$ cat config.mk
export PLATFORM = sky130hd
export DESIGN_NAME = dds_phase_gen_flat
export DESIGN_NICKNAME = d
export VERILOG_FILES = /design/src/rtl/dds_pkg.sv /design/src/rtl/dds_phase_gen_if.sv /design/src/rtl/dds_quad_fold.sv /design/src/rtl/dds_phase_gen.sv /design/src/flat_wrapper.sv
export SDC_FILE = /design/constraint.sdc
export NUM_CORES = 1
export LEC_CHECK = 0
export ABC_AREA = 0
export CELL_PAD_IN_SITES_DETAIL_PLACEMENT = 0
export CELL_PAD_IN_SITES_GLOBAL_PLACEMENT = 1
export CORE_ASPECT_RATIO = 0.8
export CORE_MARGIN = 3
export CORE_UTILIZATION = 41
export CTS_BUF_LIST = sky130_fd_sc_hd__clkbuf_4 sky130_fd_sc_hd__clkbuf_8 sky130_fd_sc_hd__clkbuf_16
export CTS_CLUSTER_SIZE = 12
export DETAILED_ROUTE_END_ITERATION = 12
export GPL_ROUTABILITY_DRIVEN = 0
export GPL_TIMING_DRIVEN = 0
export HOLD_SLACK_MARGIN = 0.1
export PLACE_DENSITY_LB_ADDON = 0.1
export SLEW_MARGIN = 20
export SYNTH_ARGS = -nofsm -noshare
export SYNTH_HDL_FRONTEND = slang
export SYNTH_HIERARCHICAL = 1
export SYNTH_SLANG_ARGS = --single-unit
$ cat constraint.sdc
create_clock -name clk -period 3.6 [get_ports clk]
set_clock_uncertainty 0.2 [all_clocks]
set_input_delay 0.72 -clock clk [delete_from_list [all_inputs] [get_ports clk]]
set_output_delay 0.72 -clock clk [all_outputs]
set_load 0.03 [all_outputs]
$ cat src/rtl/dds_pkg.sv
// Shared constants for the DDS phase generator: default widths, quadrant
// encoding and the standard audio tone increments.
package dds_pkg;

  localparam int ACC_W_DEF  = 32;
  localparam int LUT_AW_DEF = 8;
  localparam int OUT_W_DEF  = 16;

  // Quadrant taken from the two accumulator MSBs. Odd quadrants read the
  // quarter-wave table backwards; the upper half-cycle is negative.
  typedef enum logic [1:0] {
    QUAD_0 = 2'b00,
    QUAD_1 = 2'b01,
    QUAD_2 = 2'b10,
    QUAD_3 = 2'b11
  } quad_e;

  // Phase increments for a 48 kHz sample rate.
  localparam logic [31:0] INC_500HZ = 32'h02AA_AAAB;
  localparam logic [31:0] INC_1KHZ  = 32'h0555_5555;

endpackage

$ cat src/rtl/dds_phase_gen_if.sv
// Bus between the frequency-select / ROM / I2S side and the phase generator.
interface dds_phase_gen_if
  import dds_pkg::*;
#(
  parameter int ACC_W  = ACC_W_DEF,
  parameter int LUT_AW = LUT_AW_DEF,
  parameter int OUT_W  = OUT_W_DEF
);
  logic [ACC_W-1:0]        inc;
  logic                    sample_en;
  logic [LUT_AW-1:0]       lut_addr;
  logic [OUT_W-2:0]        lut_data;
  logic [ACC_W-1:0]        phase;
  logic                    wrap;
  logic signed [OUT_W-1:0] sample;
  logic                    sample_valid;

  modport master (
    output inc, sample_en, lut_data,
    input  lut_addr, phase, wrap, sample, sample_valid
  );

  modport slave (
    input  inc, sample_en, lut_data,
    output lut_addr, phase, wrap, sample, sample_valid
  );
endinterface

$ cat src/rtl/dds_quad_fold.sv
// Quarter-wave fold (ROM address generation) and sign unfold of the ROM
// magnitude. The half-cycle sign bit rides alongside the ROM access.
module dds_quad_fold
  import dds_pkg::*;
#(
  parameter int LUT_AW = LUT_AW_DEF,
  parameter int OUT_W  = OUT_W_DEF
)(
  input  logic                    clk,
  input  logic                    rst,
  input  logic                    vld_p0,
  input  logic [LUT_AW+1:0]       acc_top_p0,
  input  logic [OUT_W-2:0]        lut_data_p2,
  output logic [LUT_AW-1:0]       lut_addr_p1,
  output logic signed [OUT_W-1:0] sample_p3,
  output logic                    vld_p3
);

  logic vld_p1, vld_p2;
  logic neg_p1, neg_p2;

  // Mirror the table index in odd quadrants so the table is read backwards.
  function automatic logic [LUT_AW-1:0] fold_addr(input logic [LUT_AW+1:0] top);
    quad_e             q;
    logic [LUT_AW-1:0] idx;
    q   = quad_e'(top[LUT_AW+1:LUT_AW]);
    idx = top[LUT_AW-1:0];
    return (q == QUAD_1 || q == QUAD_3) ? ~idx : idx;
  endfunction

  // Magnitude is at most 2^(OUT_W-1)-1, so negation cannot overflow.
  function automatic logic signed [OUT_W-1:0] unfold(input logic neg,
                                                      input logic [OUT_W-2:0] mag);
    logic signed [OUT_W-1:0] m;
    m = signed'({1'b0, mag});
    return neg ? -m : m;
  endfunction

  // p0 -> p1: fold the phase into a ROM address; p1 -> p2: ROM access;
  // p2 -> p3: restore the sign. Valid bits advance every cycle.
  always_ff @(posedge clk or posedge rst) begin
    if (rst) begin
      vld_p1      <= 1'b0;
      vld_p2      <= 1'b0;
      vld_p3      <= 1'b0;
      neg_p1      <= 1'b0;
      neg_p2      <= 1'b0;
      lut_addr_p1 <= '0;
      sample_p3   <= '0;
    end else begin
      vld_p1 <= vld_p0;
      vld_p2 <= vld_p1;
      vld_p3 <= vld_p2;
      if (vld_p0) begin
        lut_addr_p1 <= fold_addr(acc_top_p0);
        neg_p1      <= acc_top_p0[LUT_AW+1];
      end
      if (vld_p1) neg_p2 <= neg_p1;
      if (vld_p2) sample_p3 <= unfold(neg_p2, lut_data_p2);
    end
  end

endmodule

$ cat src/rtl/dds_phase_gen.sv
// Phase accumulator with wrap-synchronous increment reload, feeding the
// quarter-wave fold/unfold pipeline. phase is the live accumulator.
module dds_phase_gen
  import dds_pkg::*;
#(
  parameter int ACC_W  = ACC_W_DEF,
  parameter int LUT_AW = LUT_AW_DEF,
  parameter int OUT_W  = OUT_W_DEF
)(
  input  logic clk,
  input  logic rst,
  dds_phase_gen_if.slave bus
);

  logic [ACC_W-1:0] acc;
  logic [ACC_W-1:0] act_inc;
  logic             wrap_q;
  logic             vld_p0;
  logic [ACC_W:0]   sum_p0;

  // Sum always uses the increment in force before any reload.
  assign sum_p0 = {1'b0, acc} + {1'b0, act_inc};

  // Advance on each sample strobe; pick up a new increment only at wrap, or
  // when none has been loaded yet, so tone changes are phase-continuous.
  always_ff @(posedge clk or posedge rst) begin
    if (rst) begin
      acc     <= '0;
      act_inc <= '0;
      wrap_q  <= 1'b0;
      vld_p0  <= 1'b0;
    end else begin
      vld_p0 <= bus.sample_en;
      wrap_q <= 1'b0;
      if (bus.sample_en) begin
        acc    <= sum_p0[ACC_W-1:0];
        wrap_q <= sum_p0[ACC_W];
        if (sum_p0[ACC_W] || act_inc == '0) act_inc <= bus.inc;
      end
    end
  end

  assign bus.phase = acc;
  assign bus.wrap  = wrap_q;

  dds_quad_fold #(
    .LUT_AW (LUT_AW),
    .OUT_W  (OUT_W)
  ) u_fold (
    .clk         (clk),
    .rst         (rst),
    .vld_p0      (vld_p0),
    .acc_top_p0  (acc[ACC_W-1 -: LUT_AW+2]),
    .lut_data_p2 (bus.lut_data),
    .lut_addr_p1 (bus.lut_addr),
    .sample_p3   (bus.sample),
    .vld_p3      (bus.sample_valid)
  );

endmodule

$ cat src/flat_wrapper.sv
// flat-port wrapper written by rule: the top's interface ports become plain ports
module dds_phase_gen_flat import dds_pkg::*;
#(
  parameter int ACC_W  = ACC_W_DEF,
  parameter int LUT_AW = LUT_AW_DEF,
  parameter int OUT_W  = OUT_W_DEF
)
  (clk, rst, bus_inc, bus_sample_en, bus_lut_data, bus_lut_addr, bus_phase, bus_wrap, bus_sample, bus_sample_valid);
  dds_phase_gen_if #(.ACC_W(ACC_W), .LUT_AW(LUT_AW), .OUT_W(OUT_W)) bus_i ();
  input  logic clk;
  input  logic rst;
  input wire logic [$bits(bus_i.inc)-1:0] bus_inc;
  input wire logic [$bits(bus_i.sample_en)-1:0] bus_sample_en;
  input wire logic [$bits(bus_i.lut_data)-1:0] bus_lut_data;
  output wire logic [$bits(bus_i.lut_addr)-1:0] bus_lut_addr;
  output wire logic [$bits(bus_i.phase)-1:0] bus_phase;
  output wire logic [$bits(bus_i.wrap)-1:0] bus_wrap;
  output wire logic [$bits(bus_i.sample)-1:0] bus_sample;
  output wire logic [$bits(bus_i.sample_valid)-1:0] bus_sample_valid;
  assign bus_i.inc = bus_inc;
  assign bus_i.sample_en = bus_sample_en;
  assign bus_i.lut_data = bus_lut_data;
  assign bus_lut_addr = bus_i.lut_addr;
  assign bus_phase = bus_i.phase;
  assign bus_wrap = bus_i.wrap;
  assign bus_sample = bus_i.sample;
  assign bus_sample_valid = bus_i.sample_valid;
  dds_phase_gen #(.ACC_W(ACC_W), .LUT_AW(LUT_AW), .OUT_W(OUT_W)) u_core (.clk(clk), .rst(rst), .bus(bus_i));
endmodule
==> flow_summary.yaml, run 1 <==
status:
  outcome: "completed"
global_routing:
  grt_max_degree: 45
  met2_usage_pct: 28.10
  grt.busiest_layer: "met1"
  grt-ovfl-total: 0
  antenna_found_initial: 0
  grt_use_total_pct: 19.45
  met3_usage_pct: 3.766
  grt_pass1_vias: 4457
  grt.met1_usage_pct: 30.09
  grt_pass1_wl_um: 23540
clock_tree:
  clkTransAtPathRegs_ps: 60
  hold_buffers: 0
  clock_path_buffers: 2
  cts_root_buffer: "clkbuf_16"
  cts_tree: "yes"
  cts_max_level: 3
  numCtsBuffers: 9
  cts_setup_buffers: 0
  insertion_delay_ps: 340
  cts.repair.resized: 0
  cts_sinks: 95
worst_setup_path:
  rr_worst_depth: 11
  critPathLaunchType: "flip-flop"
  cp.required_ps: 3620
  worstSetupPathType: "reg2reg"
  arrival_ps: 3370
  cp-end-kind: "flip-flop"
  crit_fanout: 10
synth:
  ys.flop_type: "dfrtp_1"
  yosysWarnings: 6
  synth_top_area_share_pct: 42.18
  synth_area_leaders: "dfrtp_1 (42%), ha_1 (7.3%), mux2_1 (5.8%), mux2_2 (5.6%), a21oi_1 (4.7%)"
  yosys-top-cells-count: "dfrtp_1 (95), a21oi_1 (53), nor2_1 (44)"
  ys_seq_elements: 95
  ys_types: 64
  netlist.top_cell.by_area: "dfrtp_1"
  netlist_area_um2: 5635
  yosysSeqAreaShare_pct: 42.18
  synth-edff-count: 0
  synthCells: 543
  synth_nets: 627
  avgSynthCellArea_um2: 10.38
  postSynth.asyncResetShare_pct: 100.0
  synthMostInstantiatedCell: "dfrtp_1"
sta:
  post-route-period-util_pct: 93.11
  layout_min_cycle_time_ps: 3352
  hold_viol: 0
  timing.final.ws_setup_ps: 247.9
  fmax_ghz: 0.2983
  setup_viol: 0
  worstMarginPinSlew_ps: 678.0
  rsz0062_at_grt: "no"
  final_max_slew_viol_count: 0
  fin_tns_setup_ps: 0
  slew_headroom_pct: 54.80
routing:
  drtPass1Iterations: 5
  wl_per_cell_um: 16.88
  routed_via_density: 5.409
  wl_um: 14230
  drtAntennaViolNets: 0
  drtIter0Drc: 254
  drc: 0
  vias: 4560
layout:
  syn_to_final_growth_pct: 28.77
  drive_gt1_share_pct: 10.79
  fin_util_pct: 55.20
  fillers: 1178
  final_nets: 746
floorplanning:
  die_h_um: 110.9
  rows: 37
  die_w_um: 137.1
  dieArea_um2: 15200
  core_um2: 13150
  initial_core_util_pct: 42.86
  io_pins: 108
min_path:
  hold_class: "reg2reg"
  hold_path_depth: 0
place:
  post-place-ws_ps: 153.1
  dpl.hpwl_um: 10990
  port_buffers: 107
run:
  maxCapViolCount: 0
metrics by stage:
| step | cell area [um2] | instances | hold WS, ps |
|---|---|---|---|
| 6_report | 7257 | 843 | 189.8 |
| 5_1_grt | 7254 | 842 | 194.6 |
| 4_1_cts | 7251 | 842 | 193.4 |
| 3_5_place_dp | 6955 | 826 | 179.2 |
| 3_3_place_gp | 6925 | 825 | 155.3 |
| 2_1_floorplan | 5635 | 543 | 151.9 |
routing by layer:
metal	share of wire (%)	vias to the layer above
met2	43	126
met5	0	-
li1	-	2229
met3	5.1	6
met1	51	2199
met4	0.68	0
critical path: stages (launching register included):
cell,delay (ps)
dfrtp_1,460
ha_1,240
fa_1,410
a21oi_1,190
nand4b_1,160
a21o_1,210
a21oi_1,120
o21ai_2,230
nand2_1,110
a21oi_2,290
buf_4,280
mux2_1,340
state kept, by name (all words and copies together), names as in the netlist:
name                       count
u_core/act_inc                32
u_core/bus.phase              32
u_core/u_fold/sample_p3       16
u_core/u_fold/lut_addr_p1      8
u_core/bus.wrap                1
u_core/u_fold/neg_p1           1
u_core/u_fold/neg_p2           1
u_core/u_fold/vld_p1           1
u_core/u_fold/vld_p2           1
u_core/u_fold/vld_p3           1
u_core/vld_p0                  1
placed cells by master, fill, tap and decap left out, types with 5 or more instances in the layout:
master,instances
o21ai_0,12
dfrtp_1,95
xor2_1,23
nand4_1,9
nor2_1,44
a31oi_1,5
nor4_1,8
o21a_1,6
ha_1,33
a21o_1,23
clkbuf_16,9
clkdlybuf4s50_1,107
xnor2_1,25
buf_2,5
inv_1,10
nand3_1,9
nand2_1,24
clkbuf_1,21
mux2_1,29
a21oi_1,53
nor3_1,7
mux2_2,28
area by class of cell:
type	count	area (um2)	share of cell area, %
multi-input cells	406	3087	42.53
flip-flops and latches	95	2377	32.76
repair buffers	108	1099	15.14
clock buffers	14	281.5	3.879
well taps	175	219.0	3.017
plain buffers	30	130.1	1.793
inverters	12	47.55	0.6552
clock inverters	2	13.76	0.1897
diodes	1	2.502	0.03448
cells by family after synthesis:
logic type | share of synthesized area, %
DFF | 42.18
muxes | 11.83
adders and majority gates | 7.682
xor gates and xnor gates | 7.460
and+or+nand+nor | 11.06
buffers and inverters | 3.108
AOI/OAI and AO/OA | 16.67
final timing paths:
check                                           from                           end  slack (ps)
max in group asynchronous                        rst  u_core/u_fold/lut_addr_p1[4]        2110
worst max-delay path               u_core/act_inc[0]            u_core/act_inc[24]         250
min in group asynchronous                        rst          u_core/bus.phase[29]         550
worst max register to register     u_core/act_inc[0]            u_core/act_inc[24]         250
worst min-delay path            u_core/u_fold/vld_p1          u_core/u_fold/vld_p2         190
worst min register to register  u_core/u_fold/vld_p1          u_core/u_fold/vld_p2         190
Power of run 1 is left out: the tool's default activity adds up to more than one toggle a clock period on the data nets, which glitch-free logic cannot reach.
==> run 2: changes to the inputs <==
--- a/config.mk
+++ b/config.mk
@@ -10,7 +10,7 @@
 export CELL_PAD_IN_SITES_GLOBAL_PLACEMENT = 1
 export CORE_ASPECT_RATIO = 0.8
 export CORE_MARGIN = 3
-export CORE_UTILIZATION = 41
+export CORE_UTILIZATION = 30
 export CTS_BUF_LIST = sky130_fd_sc_hd__clkbuf_4 sky130_fd_sc_hd__clkbuf_8 sky130_fd_sc_hd__clkbuf_16
 export CTS_CLUSTER_SIZE = 12
 export DETAILED_ROUTE_END_ITERATION = 12
@@ -18,7 +18,6 @@
 export GPL_TIMING_DRIVEN = 0
 export HOLD_SLACK_MARGIN = 0.1
 export PLACE_DENSITY_LB_ADDON = 0.1
-export SLEW_MARGIN = 20
 export SYNTH_ARGS = -nofsm -noshare
 export SYNTH_HDL_FRONTEND = slang
 export SYNTH_HIERARCHICAL = 1
==> run 2 against run 1 <==
- critical path type unchanged
- design area increased by 1.2%
- fmax rose by 0.77%
- cell count up 9.0%
- die area is 35% higher
- global-route usage down 4.0 points
- worst hold slack worse by 7.0 ps
- largest cell class unchanged
- register-to-register slack better by 30 ps
- core utilization shrank 15 points
- routed wire length increased by 8.4%
==> flow_summary.yaml, run 2 (synthesized netlist as in run 1, its figures left out) <==
worst_setup_path:
  slowest_stage: "dfrtp_1"
  worstSetupPathType: "reg2reg"
  reg2reg_slack_ps: 270
  cp.required_ps: 3630
  cp-end-kind: "flip-flop"
  r2r_end: "u_core/act_inc[27]"
  crit_family: "compound AO/OA/AOI/OAI gates"
  crit_chain: "ha_1, fa_1, a21oi_1, nand4b_1, a21o_1, a21oi_1, o21ai_2, nand2_1, a21oi_4, buf_4, mux2_1"
  critPathLaunchType: "flip-flop"
  arrival_ps: 3350
  crit_top_cell: "a21oi_1"
  crit_fanout: 10
  rr_worst_depth: 11
  max_stage_delay_ps: 460
  path_depth: 11
  rr_startpoint: "u_core/act_inc[0]"
  worst-path-buf-inv: 1
clock_tree:
  clkTransAtPathRegs_ps: 70
  clock_path_buffers: 2
  cts_sinks: 95
  cts_root_buffer: "clkbuf_16"
  cts_setup_buffers: 0
  numCtsBuffers: 9
  cts_tree: "yes"
  insertion_delay_ps: 350
  cts_max_level: 3
floorplanning:
  die_h_um: 128.6
  initial_core_util_pct: 30.83
  io_pins: 108
  dieArea_um2: 20480
  die_w_um: 159.2
  core_um2: 18280
  rows: 44
layout:
  final_nets: 745
  syn_to_final_growth_pct: 30.33
  fillers: 1835
  final_common_cell: "clkdlybuf4s50_1"
  final_cell_mix: "clkdlybuf4s50_1 (107), dfrtp_1 (95), a21oi_1 (53)"
  n_antenna_cell: 0
  drive_gt1_share_pct: 10.51
  fin_util_pct: 40.18
global_routing:
  grt_pass1_vias: 4486
  grt_use_total_pct: 15.49
  grt_max_degree: 67
  grt-ovfl-total: 0
  grt_pass1_wl_um: 25100
  antenna_found_initial: 0
min_path:
  hp-start: "u_core/u_fold/vld_p1"
  hold_class: "reg2reg"
  hold_path_depth: 0
  hold_path_end: "u_core/u_fold/vld_p2"
routing:
  wl_um: 15430
  drc: 0
  routed_via_density: 4.899
  wl_per_cell_um: 16.78
  drtIter0Drc: 279
  drtPass1Iterations: 4
  vias: 4502
  drtAntennaViolNets: 0
sta:
  layout_min_cycle_time_ps: 3326
  rsz0062_at_grt: "no"
  final_max_slew_viol_count: 0
  slew_headroom_pct: 20.26
  post-route-period-util_pct: 92.40
  hold_viol: 0
  setup_viol: 0
  fmax_ghz: 0.3006
  worstMarginPinSlew_ps: 1195
  fin_tns_setup_ps: 0
pwr:
  switching_share_pct: 45.92
  power.density_nw_per_um2: 1193
  p_int_mw: 4.738
  p_leak_nw: 3.096
  p_clk_share_pct: 11.5
  ir_worst_vdd_uv: 341.5
  p_switching_mw: 4.023
  seq_power_share_pct: 23.9
  power_frac_comb_pct: 64.6
  power_mw: 8.761
place:
  dpl.hpwl_um: 11650
  port_buffers: 107
status:
  outcome: "completed"
run:
  maxCapViolCount: 0
-- run 2: cell count changes in the layout (fill, tap and decap cells not counted), sizes merged --
cell / before / now
inv: 12 / 13
diode: 1 / 0
bufinv: 0 / 1
buf: 10 / 9
clkinvlp: 0 / 1
clkinv: 2 / 3
clkbuf: 35 / 31
-- run 2: layout make-up --
type	instances	area (um2)	area share, %
Multi-Input combinational cell	406	3094	42.13
Sequential cell	95	2377	32.37
Timing Repair Buffer	107	1071	14.58
Tap cell	253	316.6	4.310
Clock buffer	10	239.0	3.254
Buffer	30	130.1	1.772
Clock inverter	6	68.82	0.9370
Inverter	12	47.55	0.6474
-- run 2: worst max path at each step --
stage / start / endpoint
after floorplan: u_core/bus.phase[21] / u_core/act_inc[0]
after global routing: u_core/act_inc[0] / u_core/act_inc[2]
after global placement: rst / u_core/bus.phase[17]
after detailed placement: u_core/act_inc[0] / u_core/act_inc[1]
after CTS: u_core/act_inc[0] / u_core/act_inc[27]
final: u_core/act_inc[0] / u_core/act_inc[27]
-- run 2: per-layer routing --
layer  vias to the layer above  GRT usage, %  share of wire [%]
met4                         0         3.603               0.99
met2                       106         22.10                 41
met1                      2174         23.55                 54
met3                         9         3.734                4.6
met5                         -             0                  0
li1                       2213             -                  -
-- run 2: repair_timing --
action,CTS,global route
hold buffers,0,0
endpoints found under the setup margin,0,27
resized for setup,0,2
hold endpoints to repair,0,0
-- run 2: metrics by stage --
step | cell area [um2] | worst slack (ps) | std cells | hold WS [ps]
after detailed placement | 7025 | 105.3 | 903 | 166.6
after global routing | 7345 | 22.74 | 919 | 192.6
after floorplan | 5635 | 585.7 | 543 | 151.9
after CTS | 7333 | 79.04 | 919 | 185.6
final | 7345 | 273.6 | 919 | 182.8
after global placement | 7023 | -343.4 | 903 | 160.0
-- run 2: power groups by stage --
| stage | Clock, mW | Sequential, mW | Combinational [mW] |
|---|---|---|---|
| after floorplan | 0 | 2.54 | 3.61 |
| after global placement | 0 | 2.12 | 5.62 |
| after detailed placement | 0 | 2.14 | 5.62 |
| after CTS | 1.05 | 2.12 | 5.67 |
| after global routing | 1.09 | 2.19 | 6.27 |
| final | 1.01 | 2.10 | 5.66 |
-- run 2: worst reg2reg max path: stages, from the launching register on --
cell	delay [ps]
dfrtp_1	460
ha_1	250
fa_1	400
a21oi_1	190
nand4b_1	160
a21o_1	220
a21oi_1	120
o21ai_2	220
nand2_1	140
a21oi_4	230
buf_4	260
mux2_1	340
Power figures use the tool's default switching activity.
==> run 3: changes to the inputs <==
--- a/config.mk
+++ b/config.mk
@@ -18,6 +18,7 @@
 export GPL_TIMING_DRIVEN = 0
 export HOLD_SLACK_MARGIN = 0.1
 export PLACE_DENSITY_LB_ADDON = 0.1
+export SKIP_CTS_REPAIR_TIMING = 1
 export SYNTH_ARGS = -nofsm -noshare
 export SYNTH_HDL_FRONTEND = slang
 export SYNTH_HIERARCHICAL = 1
==> results of run 3 <==
Same layout as run 2: the final DEF is identical, and so are final timing and power.
